$ cat config.mk
export PLATFORM = sky130hd
export DESIGN_NAME = fifo_mac_drain
export DESIGN_NICKNAME = d
export VERILOG_FILES = /design/src/rtl/fifo_mac_pkg.sv /design/src/rtl/fifo_mac_drain_mac_unit.sv /design/src/rtl/fifo_mac_drain.sv
export SDC_FILE = /design/constraint.sdc
export NUM_CORES = 1
export LEC_CHECK = 0
export CORE_MARGIN = 4
export CORE_UTILIZATION = 58
export CTS_CLUSTER_DIAMETER = 40
export DETAILED_ROUTE_END_ITERATION = 6
export GPL_ROUTABILITY_DRIVEN = 0
export PLACE_DENSITY = 0.85
export RECOVER_POWER = 50
export SYNTH_ARGS = -nofsm -noshare
export SYNTH_HDL_FRONTEND = slang
export SYNTH_HIERARCHICAL = 1
export SYNTH_SLANG_ARGS = --single-unit
$ cat constraint.sdc
create_clock -name clk -period 5 [get_ports clk]
set_input_delay 1.25 -clock clk [delete_from_list [all_inputs] [get_ports clk]]
set_output_delay 1.25 -clock clk [all_outputs]
set_load 0.02 [all_outputs]
$ cat src/rtl/fifo_mac_pkg.sv
// Shared types and default widths for the FIFO multiply-accumulate drain.
package fifo_mac_pkg;

    typedef enum logic [1:0] {
        IDLE = 2'd0,
        RUN  = 2'd1,
        DONE = 2'd2
    } state_e;

    localparam int DEF_DATA_WIDTH = 8;
    localparam int DEF_DEPTH      = 8;
    localparam int DEF_ACC_WIDTH  = 24;

endpackage

$ cat src/rtl/fifo_mac_drain_mac_unit.sv
// Clearable multiply-accumulator; clr wins over en, sum wraps at ACC_WIDTH.
module mac_unit
    import fifo_mac_pkg::*;
#(
    parameter int DATA_WIDTH = DEF_DATA_WIDTH,
    parameter int ACC_WIDTH  = DEF_ACC_WIDTH
) (
    input  logic                  clk,
    input  logic                  rst_n,
    input  logic                  clr,
    input  logic                  en,
    input  logic [DATA_WIDTH-1:0] a,
    input  logic [DATA_WIDTH-1:0] b,
    output logic [ACC_WIDTH-1:0]  acc
);

    localparam int PW = 2 * DATA_WIDTH;

    logic [PW-1:0]        prod;
    logic [ACC_WIDTH-1:0] acc_d;
    logic [ACC_WIDTH-1:0] acc_q;

    assign prod = PW'(a) * PW'(b);

    always_comb begin
        acc_d = acc_q;
        if (clr) begin
            acc_d = '0;
        end else if (en) begin
            acc_d = acc_q + ACC_WIDTH'(prod);
        end
    end

    always_ff @(posedge clk or negedge rst_n) begin
        if (!rst_n) begin
            acc_q <= '0;
        end else begin
            acc_q <= acc_d;
        end
    end

    assign acc = acc_q;

endmodule

$ cat src/rtl/fifo_mac_drain.sv
// Pops DEPTH pairs from two FIFOs in lockstep and accumulates sum(a_i*b_i).
module fifo_mac_drain
    import fifo_mac_pkg::*;
#(
    parameter int DATA_WIDTH = DEF_DATA_WIDTH,
    parameter int DEPTH      = DEF_DEPTH,
    parameter int ACC_WIDTH  = DEF_ACC_WIDTH
) (
    input  logic                  clk,
    input  logic                  rst_n,
    input  logic                  start,
    input  logic                  a_empty,
    input  logic                  b_empty,
    input  logic [DATA_WIDTH-1:0] a_data,
    input  logic [DATA_WIDTH-1:0] b_data,
    output logic                  a_rden,
    output logic                  b_rden,
    output logic [ACC_WIDTH-1:0]  acc_out,
    output logic                  busy,
    output logic                  done
);

    localparam int CNT_W = $clog2(DEPTH + 1);
    localparam logic [CNT_W-1:0] DEPTH_C = CNT_W'(DEPTH);

    state_e           state_q, state_d;
    logic [CNT_W-1:0] issue_cnt_q, issue_cnt_d;
    logic [CNT_W-1:0] acc_cnt_q, acc_cnt_d;
    logic             rd_vld_q, rd_vld_d;
    logic             busy_q, busy_d;
    logic             done_q, done_d;
    logic             rden;
    logic             start_ok;

    // Pops only while both sides have data and the run still needs pairs.
    assign rden = (state_q == RUN) && !a_empty && !b_empty
                  && (issue_cnt_q < DEPTH_C);
    assign start_ok = start && (state_q != RUN);

    always_comb begin
        state_d     = state_q;
        issue_cnt_d = issue_cnt_q;
        acc_cnt_d   = acc_cnt_q;
        rd_vld_d    = rden;
        unique case (state_q)
            IDLE, DONE: begin
                if (start) begin
                    state_d     = RUN;
                    issue_cnt_d = '0;
                    acc_cnt_d   = '0;
                end
            end
            RUN: begin
                if (rden) begin
                    issue_cnt_d = issue_cnt_q + 1'b1;
                end
                if (rd_vld_q) begin
                    acc_cnt_d = acc_cnt_q + 1'b1;
                    if (acc_cnt_d == DEPTH_C) begin
                        state_d = DONE;
                    end
                end
            end
            default: state_d = IDLE;
        endcase
        busy_d = (state_d == RUN);
        done_d = (state_d == DONE);
    end

    always_ff @(posedge clk or negedge rst_n) begin
        if (!rst_n) begin
            state_q     <= IDLE;
            issue_cnt_q <= '0;
            acc_cnt_q   <= '0;
            rd_vld_q    <= 1'b0;
            busy_q      <= 1'b0;
            done_q      <= 1'b0;
        end else begin
            state_q     <= state_d;
            issue_cnt_q <= issue_cnt_d;
            acc_cnt_q   <= acc_cnt_d;
            rd_vld_q    <= rd_vld_d;
            busy_q      <= busy_d;
            done_q      <= done_d;
        end
    end

    mac_unit #(
        .DATA_WIDTH(DATA_WIDTH),
        .ACC_WIDTH (ACC_WIDTH)
    ) u_mac (
        .clk  (clk),
        .rst_n(rst_n),
        .clr  (start_ok),
        .en   (rd_vld_q),
        .a    (a_data),
        .b    (b_data),
        .acc  (acc_out)
    );

    assign a_rden = rden;
    assign b_rden = rden;
    assign busy   = busy_q;
    assign done   = done_q;

endmodule

==> results of run 1 <==
## cells in the final DEF (no fill, tap or decap), types with 6 or more instances in the layout
cell and count:
sky130_fd_sc_hd__inv_1 92, sky130_fd_sc_hd__a21oi_1 8, sky130_fd_sc_hd__a21oi_4 6, sky130_fd_sc_hd__and3_1 7, sky130_fd_sc_hd__nor2_1 27, sky130_fd_sc_hd__nand2_1 45
sky130_fd_sc_hd__buf_4 52, sky130_fd_sc_hd__fa_2 6, sky130_fd_sc_hd__nor2b_1 9, sky130_fd_sc_hd__and2_1 32, sky130_fd_sc_hd__nand3_1 9, sky130_fd_sc_hd__a22o_1 6
sky130_fd_sc_hd__nand2b_1 6, sky130_fd_sc_hd__dfrtp_1 37, sky130_fd_sc_hd__xnor2_1 8, sky130_fd_sc_hd__mux2i_1 11, sky130_fd_sc_hd__ha_4 6, sky130_fd_sc_hd__fa_1 44
sky130_fd_sc_hd__clkdlybuf4s50_1 29, sky130_fd_sc_hd__nor3_1 6, sky130_fd_sc_hd__ha_1 37
## sequential cells by signal, indices dropped and copies added, names as in the netlist
register,cells
acc_cnt_q,4
busy,1
done,1
issue_cnt_q,4
rd_vld_q,1
state_q,2
u_mac/acc,24
## area by class of cell
| type | count | share of cell area (%) |
|---|---|---|
| tap | 99 | 2.19 |
| inverter | 97 | 6.43 |
| timing repair buffer | 95 | 14.3 |
| clock buffer | 5 | 1.22 |
| sequential | 37 | 16.4 |
| multi-input combinational | 351 | 59.2 |
| clock inverter | 3 | 0.376 |
## stage by stage
| step | hold WS [ns] | util (%) | TNS (ns) |
|---|---|---|---|
| floorplan | 0.449 | - | -0.0190 |
| detailed placement | 0.473 | 73.4 | -11.88 |
| finish | 0.483 | 76.8 | -0.197 |
| CTS | 0.486 | 74.9 | -0.0253 |
| global route | 0.516 | 76.8 | -0.828 |
| global placement | 0.472 | 73.4 | -10.31 |
## what timing repair did
action | CTS | global route
pin swaps | 21 | 22
cloned | 0 | 0
gates resized for setup | 93 | 36
buffers inserted | 3 | 2
endpoints found under the setup margin | 17 | 13
## layer usage
| layer | vias up | share of wire (%) | global-route usage, % |
|---|---|---|---|
| li1 | 1771 | - | - |
| met1 | 1839 | 42 | 32.7 |
| met2 | 111 | 52 | 43.6 |
| met3 | 17 | 4.8 | 3.00 |
| met4 | 0 | 1.8 | 7.23 |
| met5 | - | 0 | 0 |
## final timing paths
kind | slack (ns) | startpoint | end
max | -0.07 | a_data[6] | u_mac/acc[19]
min | 0.48 | issue_cnt_q[2] | issue_cnt_q[2]
max reg2reg | 0.55 | u_mac/acc[7] | u_mac/acc[19]
min reg2reg | 0.48 | issue_cnt_q[2] | issue_cnt_q[2]
max in group asynchronous | 2.40 | rst_n | u_mac/acc[2]
min in group asynchronous | 1.48 | rst_n | u_mac/acc[11]
## critical path: stages
cell and delay (ns):
sky130_fd_sc_hd__buf_8 0.08, sky130_fd_sc_hd__buf_6 0.10, sky130_fd_sc_hd__nand2_4 0.04, sky130_fd_sc_hd__fa_1 0.53, sky130_fd_sc_hd__inv_2 0.04, sky130_fd_sc_hd__fa_1 0.48, sky130_fd_sc_hd__fa_1 0.57, sky130_fd_sc_hd__inv_1 0.06
sky130_fd_sc_hd__fa_1 0.52, sky130_fd_sc_hd__inv_2 0.06, sky130_fd_sc_hd__ha_4 0.30, sky130_fd_sc_hd__a21oi_4 0.07, sky130_fd_sc_hd__o22ai_2 0.21, sky130_fd_sc_hd__nor3_2 0.07, sky130_fd_sc_hd__or3_4 0.42, sky130_fd_sc_hd__a21oi_4 0.15
sky130_fd_sc_hd__mux2_4 0.31
## kinds of logic (layout without fill, tap and decap cells)
logic type	Yosys count	after routing	synth area share, %
xor+xnor	12	12	2.36
mux	14	14	3.23
simple gates	173	173	20.3
fa+ha+maj	93	93	34.6
buf+inv	109	200	9.45
compound gates	59	59	9.28
flops	37	37	20.8
## report_power, final
part	total (mW)	switching, mW	internal [mW]
logic	3.71	1.91	1.80
registers	0.527	0.119	0.408
clock network	0.215	0.116	0.0988
total	4.45	2.14	2.31
==> impl_table.tex, run 1 <==
\begin{tabular}{lr}
\hline
Metric & Value \\
\hline
\multicolumn{2}{l}{\textbf{Clock network}} \\
CTS Hold Buffers Added & 0 \\
Worst skew pair latency & 0.30 ns \\
CTS HTree Levels & 2 \\
CTS Sinks & 37 \\
Clk pin slew, worst setup/hold paths & 0.08 ns \\
Maximum buffer depth of the clock tree & 2 \\
TritonCTS Buffers & 5 \\
Cell at the root of the clock tree & sky130\_fd\_sc\_hd\_\_clkbuf\_8 \\
TritonCTS clock tree & built \\
\multicolumn{2}{l}{\textbf{Worst setup path}} \\
CP Data Required Time & slightly above 5 ns \\
Critical path data arrival time & approximately 5.3 ns \\
Crit path capture type & register \\
Setup crit start kind & input pin \\
Count of cells along the worst register-to-register path & 15 \\
Maximum fanout encountered on the critical timing path & 4 \\
Type of the setup path with the least slack & input pin to register \\
\multicolumn{2}{l}{\textbf{Floorplan}} \\
Horizontal die dimension & about 96 um \\
Placeable core area & 7370 um\^{}2 \\
Die Outline Area & roughly 9100 um\^{}2 \\
Overall die height & approximately 96 um \\
Number of primary I/O pins & 49 \\
Std-Cell Rows & 31 \\
Initial core utilization & roughly three fifths \\
\multicolumn{2}{l}{\textbf{Power}} \\
Pleak & about 2.8 nW \\
Max IR drop VDD & 0.000449 V \\
Pwr/cell area & roughly 790 nW/um\^{}2 \\
Post-route total power & 4.45 mW \\
\multicolumn{2}{l}{\textbf{Global route}} \\
Wire length of the first global-routing pass & approximately 18000 um \\
Antenna violations before repair & 0 \\
Overflow after GRT & 0 \\
Vias in the first global route & between 3000 and 4000 \\
Maximum number of pins on one net before global-route repair & 38 \\
Global-route usage over all layers & about a quarter \\
\multicolumn{2}{l}{\textbf{Min path}} \\
Number of cells on the worst hold path & 1 \\
Hold/Removal Path Class & register to register \\
\multicolumn{2}{l}{\textbf{Timing}} \\
Unrepaired setup endpoints after global routing & true \\
Relative slew margins & -29.4\% \\
Maximum clock rate & approximately 0.20 GHz \\
Skew final & roughly 0.0093 ns \\
Final WS setup & -0.0728 ns \\
Slew at the pin with the worst max-slew slack & between 1.5 and 2 ns \\
\# setup viols final & 3 \\
Post-route minimum period & $\sim$5.1 ns \\
Part of the cycle the worst path needs & 101\% \\
Final-report hold violation count & 0 \\
Pins Over Slew Limit & 38 \\
\multicolumn{2}{l}{\textbf{Yosys}} \\
Number of synthesized register bits & 37 \\
Synth Net Count & approximately 600 \\
Cell taking the most area after synthesis & sky130\_fd\_sc\_hd\_\_fa\_1 \\
Most instantiated cells after synthesis & sky130\_fd\_sc\_hd\_\_inv\_1, sky130\_fd\_sc\_hd\_\_fa\_1, sky130\_fd\_sc\_hd\_\_nand2\_1 \\
Share of the synthesized area in the top cell type & 22.5\% \\
Most area-consuming cells after synthesis & sky130\_fd\_sc\_hd\_\_fa\_1, sky130\_fd\_sc\_hd\_\_dfrtp\_1, sky130\_fd\_sc\_hd\_\_ha\_1 \\
Share of the yosys chip area belonging to registers & roughly a fifth \\
Post-synthesis cell type count & 53 \\
Synthesized netlist cell count & $\sim$500 \\
Leading register cell type out of synthesis & sky130\_fd\_sc\_hd\_\_dfrtp\_1 \\
Most common cell in the synthesized netlist & sky130\_fd\_sc\_hd\_\_inv\_1 \\
Synth async-reset ratio & 100\% \\
Cell area after technology mapping & roughly 4400 um\^{}2 \\
Number of flops mapped to enable cells by yosys & 0 \\
YS warnings & 6 \\
Per-instance average area after synthesis & roughly 9.0 um\^{}2 \\
\multicolumn{2}{l}{\textbf{Cells and area}} \\
Area taken by flip-flops and latches & 926 um\^{}2 \\
Layout cells sized above 1 & around a fifth \\
Final cell area excluding filler cells & between 5000 and 6000 um\^{}2 \\
Layout fillers & 483 \\
Ant diodes & 0 \\
Layout overhead on the synthesized area & 27.2\% \\
Final cell count without fillers & about 690 \\
Area used by multi-input combinational logic & 3350 um\^{}2 \\
NumNets Final & 701 \\
\multicolumn{2}{l}{\textbf{Job}} \\
Max-capacitance violation count & 1 \\
\multicolumn{2}{l}{\textbf{Route}} \\
Final wirelength & between 10000 and 15000 um \\
DRC violation count after routing & 0 \\
Number of detailed-route iterations in the first pass & 4 \\
Number of DRC markers after the initial detailed-route iteration & between 200 and 250 \\
Vias after detailed routing & approximately 3700 \\
DR WL/cell & $\sim$16 um \\
Via count normalized by instance count & $\sim$5.4 \\
Number of nets with antenna violations after detailed routing & 0 \\
\multicolumn{2}{l}{\textbf{Placed design}} \\
Worst setup timing slack at the placement stage & -0.888 ns \\
Port Buffer Count & 48 \\
Post-detailed-placement cell area & 5410 um\^{}2 \\
Total placed cells including tap cells & 675 \\
Total half-perimeter wirelength after legalization and detailed placement & 8490 um \\
\multicolumn{2}{l}{\textbf{Run status}} \\
Result of the run & finished, violations left \\
Violated checks & max-capacitance violations, max-slew violations, negative setup slack \\
\hline
\end{tabular}
Power figures use the tool's default switching activity.
==> run 2, diff against run 1 <==
Settings changed: GPL_TIMING_DRIVEN set to 0.
==> run 2 against run 1 <==
Against the previous run: the flow finishes with violations (max-capacitance violations, max-slew violations); clock-buffer cell count up 1; hold slack improved by 0.012 ns; fmax is 1.9% higher; register-to-register slack better by 0.05 ns; cell count is 3.1% lower; clock skew fell by 0.0025 ns; first-iteration DRC count decreased by 21%; critical path depth fell by 1; critical endpoint is now u_mac/acc[21]; largest cell class unchanged.
==> impl_table.tex, run 2 (same netlist as run 1, synthesis figures left out) <==
\begin{tabular}{lr}
\hline
Metric & Value \\
\hline
\multicolumn{2}{l}{\textbf{Worst setup path}} \\
Flop2flop setup slack & 0.60 ns (was 0.55 ns) \\
Critical path, cell by cell & buf\_8, nand2\_4, fa\_1, fa\_1, inv\_1, fa\_1, inv\_1, fa\_1, inv\_2, ha\_4, a21oi\_4, o22ai\_4, nor3\_4, or3\_4, a21oi\_2, mux2\_4 (was buf\_8, buf\_6, nand2\_4, fa\_1, inv\_2, fa\_1, fa\_1, inv\_1, fa\_1, inv\_2, ha\_4, a21oi\_4, o22ai\_2, nor3\_2, or3\_4, a21oi\_4, mux2\_4) \\
Stages on worst setup path & 16 (was 17) \\
Crit path capture type & register (unchanged) \\
Termination of the worst setup path & u\_mac/acc[21] (was u\_mac/acc[19]) \\
Startpoint of the lowest-slack register-to-register path & u\_mac/acc[7] (unchanged) \\
Maximum fanout encountered on the critical timing path & 8 (was 4) \\
Critical path buffer and inverter count & 4 (was 5) \\
Cell type with the highest occurrence count on the critical path & sky130\_fd\_sc\_hd\_\_fa\_1 (unchanged) \\
Setup crit start kind & input pin (unchanged) \\
Max stage delay cell, worst path & sky130\_fd\_sc\_hd\_\_fa\_1 (unchanged) \\
Start point of the critical path & a\_data[1] (was a\_data[6]) \\
Worst reg2reg endpoint & u\_mac/acc[21] (was u\_mac/acc[19]) \\
Kind of cell with the highest combined delay on the critical path & adder cells (unchanged) \\
Type of the setup path with the least slack & input pin to register (unchanged) \\
Count of cells along the worst register-to-register path & 15 (unchanged) \\
Critical path data arrival time & 5.15 ns (was 5.26 ns) \\
Slowest Stage Delay on Critical Path & 0.51 ns (was 0.57 ns) \\
CP Data Required Time & 5.17 ns (was 5.19 ns) \\
\multicolumn{2}{l}{\textbf{Floorplan}} \\
Die Outline Area & 9140 um\^{}2 (unchanged) \\
Number of primary I/O pins & 49 (unchanged) \\
Horizontal die dimension & 95.6 um (unchanged) \\
Placeable core area & 7370 um\^{}2 (unchanged) \\
Std-Cell Rows & 31 (unchanged) \\
Initial core utilization & 60.4\% (unchanged) \\
Overall die height & 95.6 um (unchanged) \\
\multicolumn{2}{l}{\textbf{Clock network}} \\
Worst skew pair latency & 0.29 ns (was 0.30 ns) \\
TritonCTS Buffers & 5 (unchanged) \\
CTS Hold Buffers Added & 0 (unchanged) \\
Cell at the root of the clock tree & sky130\_fd\_sc\_hd\_\_clkbuf\_8 (unchanged) \\
TritonCTS clock tree & built (unchanged) \\
CTS Sinks & 37 (unchanged) \\
CTS HTree Levels & 2 (unchanged) \\
Clk pin slew, worst setup/hold paths & 0.08 ns (about the same) \\
Maximum buffer depth of the clock tree & 2 (unchanged) \\
\multicolumn{2}{l}{\textbf{Route}} \\
Number of detailed-route iterations in the first pass & 5 (was 4) \\
Vias after detailed routing & 3693 (was 3738) \\
Final wirelength & 11000 um (was 10800 um) \\
DR WL/cell & 16.5 um (was 15.8 um) \\
DRC violation count after routing & 0 (unchanged) \\
Number of DRC markers after the initial detailed-route iteration & 163 (was 207) \\
Via count normalized by instance count & 5.55 (was 5.44) \\
Number of nets with antenna violations after detailed routing & 0 (unchanged) \\
\multicolumn{2}{l}{\textbf{Cells and area}} \\
Layout cells sized above 1 & 18.5\% (was 21.3\%) \\
NumNets Final & 680 (was 701) \\
Commonest cells after routing, fill and taps aside & sky130\_fd\_sc\_hd\_\_inv\_1, sky130\_fd\_sc\_hd\_\_fa\_1, sky130\_fd\_sc\_hd\_\_nand2\_1 (was sky130\_fd\_sc\_hd\_\_inv\_1, sky130\_fd\_sc\_hd\_\_buf\_4, sky130\_fd\_sc\_hd\_\_nand2\_1) \\
Number of flip-flops under the largest register name & 24 (unchanged) \\
Leading cell type in the layout, fill and taps excluded & sky130\_fd\_sc\_hd\_\_inv\_1 (unchanged) \\
Layout fillers & 480 (was 483) \\
Ant diodes & 0 (unchanged) \\
Layout overhead on the synthesized area & 26.0\% (was 27.2\%) \\
\multicolumn{2}{l}{\textbf{Timing}} \\
Part of the cycle the worst path needs & 99.5\% (was 101\%) \\
Pins Over Slew Limit & 38 (unchanged) \\
\# setup viols final & 0 (was 3) \\
Slew at the pin with the worst max-slew slack & 1.99 ns (was 1.94 ns) \\
Hold\_ws & 0.495 ns (was 0.483 ns) \\
Post-route minimum period & 4.98 ns (was 5.07 ns) \\
Maximum clock rate & 0.201 GHz (was 0.197 GHz) \\
Final-report hold violation count & 0 (unchanged) \\
Skew final & 0.00681 ns (was 0.00933 ns) \\
Relative slew margins & -32.4\% (was -29.4\%) \\
Unrepaired setup endpoints after global routing & true (unchanged) \\
\multicolumn{2}{l}{\textbf{Placed design}} \\
Port Buffer Count & 46 (was 48) \\
Total half-perimeter wirelength after legalization and detailed placement & 8060 um (was 8490 um) \\
\multicolumn{2}{l}{\textbf{Min path}} \\
Hold/Removal Path Class & register to register (unchanged) \\
\multicolumn{2}{l}{\textbf{Run status}} \\
Result of the run & finished, violations left (unchanged) \\
Violated checks & max-capacitance violations, max-slew violations (was max-capacitance violations, max-slew violations, negative setup slack) \\
\multicolumn{2}{l}{\textbf{Job}} \\
Max-capacitance violation count & 1 (unchanged) \\
\multicolumn{2}{l}{\textbf{Global route}} \\
Wire length of the first global-routing pass & 18100 um (was 18000 um) \\
Overflow after GRT & 0 (unchanged) \\
Maximum number of pins on one net before global-route repair & 38 (unchanged) \\
Vias in the first global route & 3851 (was 3952) \\
Global-route usage over all layers & 25.0\% (about the same) \\
Antenna violations before repair & 0 (unchanged) \\
\hline
\end{tabular}
-- run 2: cell types whose count changed in the layout (fill, tap and decap cells not counted), moves of 3 or more --
cell / previous run / this run
sky130_fd_sc_hd__inv_2: 5 / 10
sky130_fd_sc_hd__and2_1: 32 / 29
sky130_fd_sc_hd__buf_4: 52 / 17
sky130_fd_sc_hd__buf_6: 3 / 6
sky130_fd_sc_hd__nand2_1: 45 / 38
sky130_fd_sc_hd__clkbuf_1: 1 / 10
sky130_fd_sc_hd__buf_2: 5 / 0
sky130_fd_sc_hd__inv_1: 92 / 86
sky130_fd_sc_hd__o21ai_2: 1 / 4
sky130_fd_sc_hd__buf_8: 3 / 6
sky130_fd_sc_hd__nand2_2: 3 / 9
-- run 2: worst min path at each step --
stage,startpoint,to,depth (start not counted)
6_report,issue_cnt_q[2],issue_cnt_q[2],1
5_1_grt,issue_cnt_q[2],issue_cnt_q[2],1
4_1_cts,issue_cnt_q[2],issue_cnt_q[2],1
3_5_place_dp,issue_cnt_q[2],issue_cnt_q[2],1
3_3_place_gp,issue_cnt_q[2],issue_cnt_q[2],1
2_1_floorplan,issue_cnt_q[2],issue_cnt_q[2],1
-- run 2: worst register-to-register path: stages (launching register included) --
cell and delay [ns]:
sky130_fd_sc_hd__dfrtp_1 0.42, sky130_fd_sc_hd__inv_1 0.09, sky130_fd_sc_hd__fa_1 0.54, sky130_fd_sc_hd__inv_1 0.05
sky130_fd_sc_hd__fa_1 0.47, sky130_fd_sc_hd__fa_1 0.54, sky130_fd_sc_hd__inv_1 0.06, sky130_fd_sc_hd__fa_1 0.51
sky130_fd_sc_hd__inv_2 0.06, sky130_fd_sc_hd__ha_4 0.31, sky130_fd_sc_hd__a21oi_4 0.08, sky130_fd_sc_hd__o22ai_4 0.20
sky130_fd_sc_hd__nor3_4 0.09, sky130_fd_sc_hd__or3_4 0.38, sky130_fd_sc_hd__a21oi_2 0.18, sky130_fd_sc_hd__mux2_4 0.31
-- run 2: repair_timing --
item / CTS / global route
pin swaps: 32 / 39
buffers inserted: 11 / 5
cloned: 0 / 0
endpoints found under the setup margin: 16 / 8
gates resized for setup: 124 / 38
-- run 2: area by class of cell --
type | count | area (um^2) | area share, %
multi-input cells | 351 | 3380 | 60.3
flip-flops and latches | 37 | 926 | 16.5
repair buffers | 62 | 632 | 11.3
inverters | 97 | 367 | 6.54
well taps | 99 | 124 | 2.21
plain buffers | 12 | 91.3 | 1.63
clock buffers | 6 | 72.6 | 1.29
clock inverters | 2 | 15.0 | 0.268
-- run 2: metrics by stage --
step | setup TNS (ns) | std cells | setup WS (ns) | cell area, um^2 | utilization [%]
2_1_floorplan | -0.0190 | 497 | -0.00656 | 4570 | -
3_3_place_gp | -11.23 | 642 | -0.932 | 5150 | 69.9
3_5_place_dp | -12.31 | 642 | -1.02 | 5150 | 69.8
4_1_cts | -0.00441 | 661 | -0.00441 | 5460 | 74.1
5_1_grt | -0.166 | 666 | -0.0584 | 5610 | 76.1
6_report | 0 | 666 | 0.0226 | 5610 | 76.1
-- run 2: routing by layer --
layer	share of wire (%)	up-vias	GRT usage (%)
met1	42	1831	32.7
met4	1.0	0	6.04
met2	53	120	44.2
li1	-	1729	-
met3	4.1	13	2.92
met5	0	-	0
Power of run 2 is not shown: default switching activity piles up to over one toggle a cycle in this logic, so the estimate is an artifact.
==> run 3, diff against run 2 <==
Settings changed: CORE_UTILIZATION 58 to 55, PLACE_DENSITY 0.85 to 0.81, SYNTH_HIERARCHICAL 1 to not set.
Clock period 5 ns to 6.35 ns, I/O delays scaled along.
==> run 3 against run 2 <==
Against the previous run: the run still ends with max-capacitance violations, max-slew violations left; flip-flop and latch count is the same; cell count down 5.6%; die area up 1.7%; via count down 8.2%; clock-buffer cell count fell by 1; design area is 10% lower; clock skew up 0.0012 ns; worst setup slack better by 0.26 ns; largest cell class unchanged.
==> impl_table.tex, run 3 <==
\begin{tabular}{lr}
\hline
Metric & Value \\
\hline
\multicolumn{2}{l}{\textbf{Run status}} \\
Result of the run & finished, violations left (unchanged) \\
Violated checks & max-capacitance violations, max-slew violations (unchanged) \\
\multicolumn{2}{l}{\textbf{Route}} \\
Highest routed metal layer & met4 (unchanged) \\
Number of nets with antenna violations after detailed routing & 0 (unchanged) \\
Final wirelength & 9120 um (was 11000 um) \\
Number of DRC markers after the initial detailed-route iteration & 129 (was 163) \\
Vias after detailed routing & 3391 (was 3693) \\
Met2 Routed Length & 4580 um (was 5830 um) \\
Wire length the detailed router placed on met1 & 4130 um (was 4620 um) \\
DRC violation count after routing & 0 (unchanged) \\
Number of detailed-route iterations in the first pass & 4 (was 5) \\
Met3 layer wire length in the routed design & 369 um (was 456 um) \\
DR WL/cell & 14.5 um (was 16.5 um) \\
Via count normalized by instance count & 5.39 (was 5.55) \\
\multicolumn{2}{l}{\textbf{Floorplan}} \\
Number of primary I/O pins & 49 (unchanged) \\
Placeable core area & 7410 um\^{}2 (was 7370 um\^{}2) \\
Overall die height & 96.4 um (was 95.6 um) \\
Initial core utilization & 58.0\% (was 60.4\%) \\
Die Outline Area & 9290 um\^{}2 (was 9140 um\^{}2) \\
Std-Cell Rows & 31 (unchanged) \\
Horizontal die dimension & 96.4 um (was 95.6 um) \\
\multicolumn{2}{l}{\textbf{Yosys}} \\
Most area-consuming cells after synthesis & sky130\_fd\_sc\_hd\_\_fa\_1, sky130\_fd\_sc\_hd\_\_dfrtp\_1, sky130\_fd\_sc\_hd\_\_ha\_1 (unchanged) \\
Cell area after technology mapping & 4300 um\^{}2 (was 4450 um\^{}2) \\
Post-synthesis cell type count & 47 (was 53) \\
Share of the yosys chip area belonging to registers & 21.5\% (was 20.8\%) \\
Number of flops mapped to enable cells by yosys & 0 (unchanged) \\
Synth Net Count & 590 (was 611) \\
Most common cell in the synthesized netlist & sky130\_fd\_sc\_hd\_\_inv\_1 (unchanged) \\
Synth async-reset ratio & 100\% (unchanged) \\
Cell taking the most area after synthesis & sky130\_fd\_sc\_hd\_\_fa\_1 (unchanged) \\
Number of synthesized register bits & 37 (unchanged) \\
Synthesized netlist cell count & 476 (was 497) \\
Most instantiated cells after synthesis & sky130\_fd\_sc\_hd\_\_inv\_1, sky130\_fd\_sc\_hd\_\_nand2\_1, sky130\_fd\_sc\_hd\_\_fa\_1 (was sky130\_fd\_sc\_hd\_\_inv\_1, sky130\_fd\_sc\_hd\_\_fa\_1, sky130\_fd\_sc\_hd\_\_nand2\_1) \\
Share of the synthesized area in the top cell type & 23.3\% (was 22.5\%) \\
Leading register cell type out of synthesis & sky130\_fd\_sc\_hd\_\_dfrtp\_1 (unchanged) \\
Per-instance average area after synthesis & 9.03 um\^{}2 (was 8.95 um\^{}2) \\
YS warnings & 0 (was 6) \\
\multicolumn{2}{l}{\textbf{Cells and area}} \\
Ant diodes & 0 (unchanged) \\
Leading cell type in the layout, fill and taps excluded & sky130\_fd\_sc\_hd\_\_inv\_1 (unchanged) \\
NumNets Final & 643 (was 680) \\
Final cell area excluding filler cells & 5020 um\^{}2 (was 5610 um\^{}2) \\
Commonest cells after routing, fill and taps aside & sky130\_fd\_sc\_hd\_\_inv\_1, sky130\_fd\_sc\_hd\_\_nand2\_1, sky130\_fd\_sc\_hd\_\_fa\_1 (was sky130\_fd\_sc\_hd\_\_inv\_1, sky130\_fd\_sc\_hd\_\_fa\_1, sky130\_fd\_sc\_hd\_\_nand2\_1) \\
Layout cells sized above 1 & 3.77\% (was 18.5\%) \\
Final cell count without fillers & 629 (was 666) \\
Number of flip-flops under the largest register name & 24 (unchanged) \\
Layout overhead on the synthesized area & 16.7\% (was 26.0\%) \\
Final core utilization & 67.7\% (was 76.1\%) \\
\multicolumn{2}{l}{\textbf{Global route}} \\
Vias in the first global route & 3436 (was 3851) \\
Overflow after GRT & 0 (unchanged) \\
Maximum number of pins on one net before global-route repair & 38 (unchanged) \\
Wire length of the first global-routing pass & 15800 um (was 18100 um) \\
Global-route usage over all layers & 21.7\% (was 25.0\%) \\
Antenna violations before repair & 0 (unchanged) \\
\multicolumn{2}{l}{\textbf{Power}} \\
Pleak & 2.67 nW \\
Post-route total power & $\sim$2.8 mW \\
Pwr/cell area & approximately 560 nW/um\^{}2 \\
Max IR drop VDD & around 0.00036 V \\
\multicolumn{2}{l}{\textbf{Worst setup path}} \\
Critical path data arrival time & 6.25 ns (was 5.15 ns) \\
CP Data Required Time & 6.52 ns (was 5.17 ns) \\
Critical path buffer and inverter count & 4 (unchanged) \\
Crit path capture type & register (unchanged) \\
Slowest Stage Delay on Critical Path & 0.63 ns (was 0.51 ns) \\
Maximum fanout encountered on the critical timing path & 8 (unchanged) \\
Cell type with the highest occurrence count on the critical path & sky130\_fd\_sc\_hd\_\_fa\_1 (unchanged) \\
Max stage delay cell, worst path & sky130\_fd\_sc\_hd\_\_clkdlybuf4s50\_1 (was sky130\_fd\_sc\_hd\_\_fa\_1) \\
Worst reg2reg endpoint & u\_mac.acc[14] (was u\_mac/acc[21]) \\
Startpoint of the lowest-slack register-to-register path & u\_mac.acc[7] (was u\_mac/acc[7]) \\
Flop2flop setup slack & 1.79 ns (was 0.60 ns) \\
Type of the setup path with the least slack & input pin to register (unchanged) \\
Count of cells along the worst register-to-register path & 15 (unchanged) \\
Critical path, cell by cell & clkdlybuf4s50\_1, nand2\_1, fa\_1, inv\_1, fa\_1, fa\_1, inv\_1, fa\_1, inv\_1, ha\_1, a21oi\_1, o211ai\_2, a311o\_2, a31oi\_1, xor2\_1, o21ai\_0 (was buf\_8, nand2\_4, fa\_1, fa\_1, inv\_1, fa\_1, inv\_1, fa\_1, inv\_2, ha\_4, a21oi\_4, o22ai\_4, nor3\_4, or3\_4, a21oi\_2, mux2\_4) \\
Setup crit start kind & input pin (unchanged) \\
Kind of cell with the highest combined delay on the critical path & adder cells (unchanged) \\
Stages on worst setup path & 16 (unchanged) \\
\multicolumn{2}{l}{\textbf{Min path}} \\
End of the worst hold path & issue\_cnt\_q[0] (was issue\_cnt\_q[2]) \\
Hold/Removal Path Class & register to register (unchanged) \\
Worst min-delay path startpoint & issue\_cnt\_q[0] (was issue\_cnt\_q[2]) \\
Number of cells on the worst hold path & 1 (unchanged) \\
\multicolumn{2}{l}{\textbf{Clock network}} \\
CTS Sinks & 37 (unchanged) \\
Cell at the root of the clock tree & sky130\_fd\_sc\_hd\_\_clkbuf\_8 (unchanged) \\
TritonCTS Buffers & 5 (unchanged) \\
CTS HTree Levels & 2 (unchanged) \\
TritonCTS clock tree & built (unchanged) \\
Clk pin slew, worst setup/hold paths & 0.07 ns (was 0.08 ns) \\
Maximum buffer depth of the clock tree & 2 (unchanged) \\
Worst skew pair latency & 0.29 ns (about the same) \\
CTS Hold Buffers Added & 0 (unchanged) \\
\multicolumn{2}{l}{\textbf{Placed design}} \\
Port Buffer Count & 46 (unchanged) \\
Post-detailed-placement cell area & 4880 um\^{}2 (was 5150 um\^{}2) \\
Total half-perimeter wirelength after legalization and detailed placement & 7520 um (was 8060 um) \\
Total placed cells including tap cells & 621 (was 642) \\
\multicolumn{2}{l}{\textbf{Timing}} \\
Post-route minimum period & 6.07 ns \\
Slew at the pin with the worst max-slew slack & 1.92 ns (was 1.99 ns) \\
Maximum clock rate & $\sim$0.16 GHz \\
\# setup viols final & 0 (unchanged) \\
Skew final & 0.00799 ns (was 0.00681 ns) \\
Unrepaired setup endpoints after global routing & false (was true) \\
Final-report hold violation count & 0 (unchanged) \\
Hold\_ws & 0.519 ns (was 0.495 ns) \\
Part of the cycle the worst path needs & between 90\% and 100\% \\
Relative slew margins & -27.9\% (was -32.4\%) \\
Pins Over Slew Limit & 38 (unchanged) \\
\multicolumn{2}{l}{\textbf{Job}} \\
Max-capacitance violation count & 1 (unchanged) \\
\hline
\end{tabular}
-- run 3: cell types whose count changed after synthesis, sizes merged, moves of 4 or more --
cell,previous run,this run
xor2,4,9
nand3b,4,0
clkbuf,9,5
nor3,7,0
nand2b,6,2
and3,7,3
mux2i,11,15
a31oi,0,5
o21ai,10,15
nor2b,9,2
nand2,49,56
-- run 3: kinds of logic after synthesis --
logic type               Yosys count  share of synthesized area, %
AND/OR/NAND/NOR                  143                          16.0
buffers and inverters            110                          9.78
adder cells (fa/ha/maj)           93                          35.8
AO/OA/AOI/OAI                     63                          10.4
flip-flops                        37                          21.5
XOR/XNOR                          15                          3.06
multiplexers                      15                          3.49
-- run 3: what timing repair did --
item	in CTS	in global routing
endpoints found under the setup margin	0	9
setup buffers	0	0
resized for setup	0	13
-- run 3: area by class of cell --
class | instances | area (um^2)
Clock inverter | 3 | 46.3
Timing Repair Buffer | 46 | 487
Tap cell | 99 | 124
Buffer | 10 | 45.0
Sequential cell | 37 | 926
Fill cell | 595 | 2390
Multi-Input combinational cell | 329 | 2950
Clock buffer | 5 | 68.8
Inverter | 100 | 375
-- run 3: worst max path at each step --
stage,startpoint,slack [ns],endpoint
after floorplan,b_data[1],0.70,u_mac.acc[17]
final,a_data[7],0.28,u_mac.acc[14]
after CTS,a_data[0],0.07,u_mac.acc[14]
after global routing,a_data[7],0.03,u_mac.acc[14]
after global placement,a_data[3],-0.12,u_mac.acc[17]
after detailed placement,a_data[0],-0.24,u_mac.acc[14]
-- run 3: routing by layer --
metal / up-vias / global-route usage, %
li1: 1620 / -
met1: 1694 / 29.1
met2: 73 / 37.1
met3: 4 / 3.41
met4: 0 / 4.67
met5: - / 0
-- run 3: stage by stage --
| stage | worst slack, ns | TNS (ns) |
|---|---|---|
| after floorplan | 0.703 | 0 |
| after global placement | -0.124 | -0.607 |
| after detailed placement | -0.235 | -1.27 |
| after CTS | 0.0658 | 0 |
| after global routing | 0.0271 | 0 |
| final | 0.278 | 0 |
-- run 3: power breakdown --
part	switching (mW)	internal [mW]
sequential	0.0812	0.325
combinational	1.27	0.911
clock	0.0857	0.117
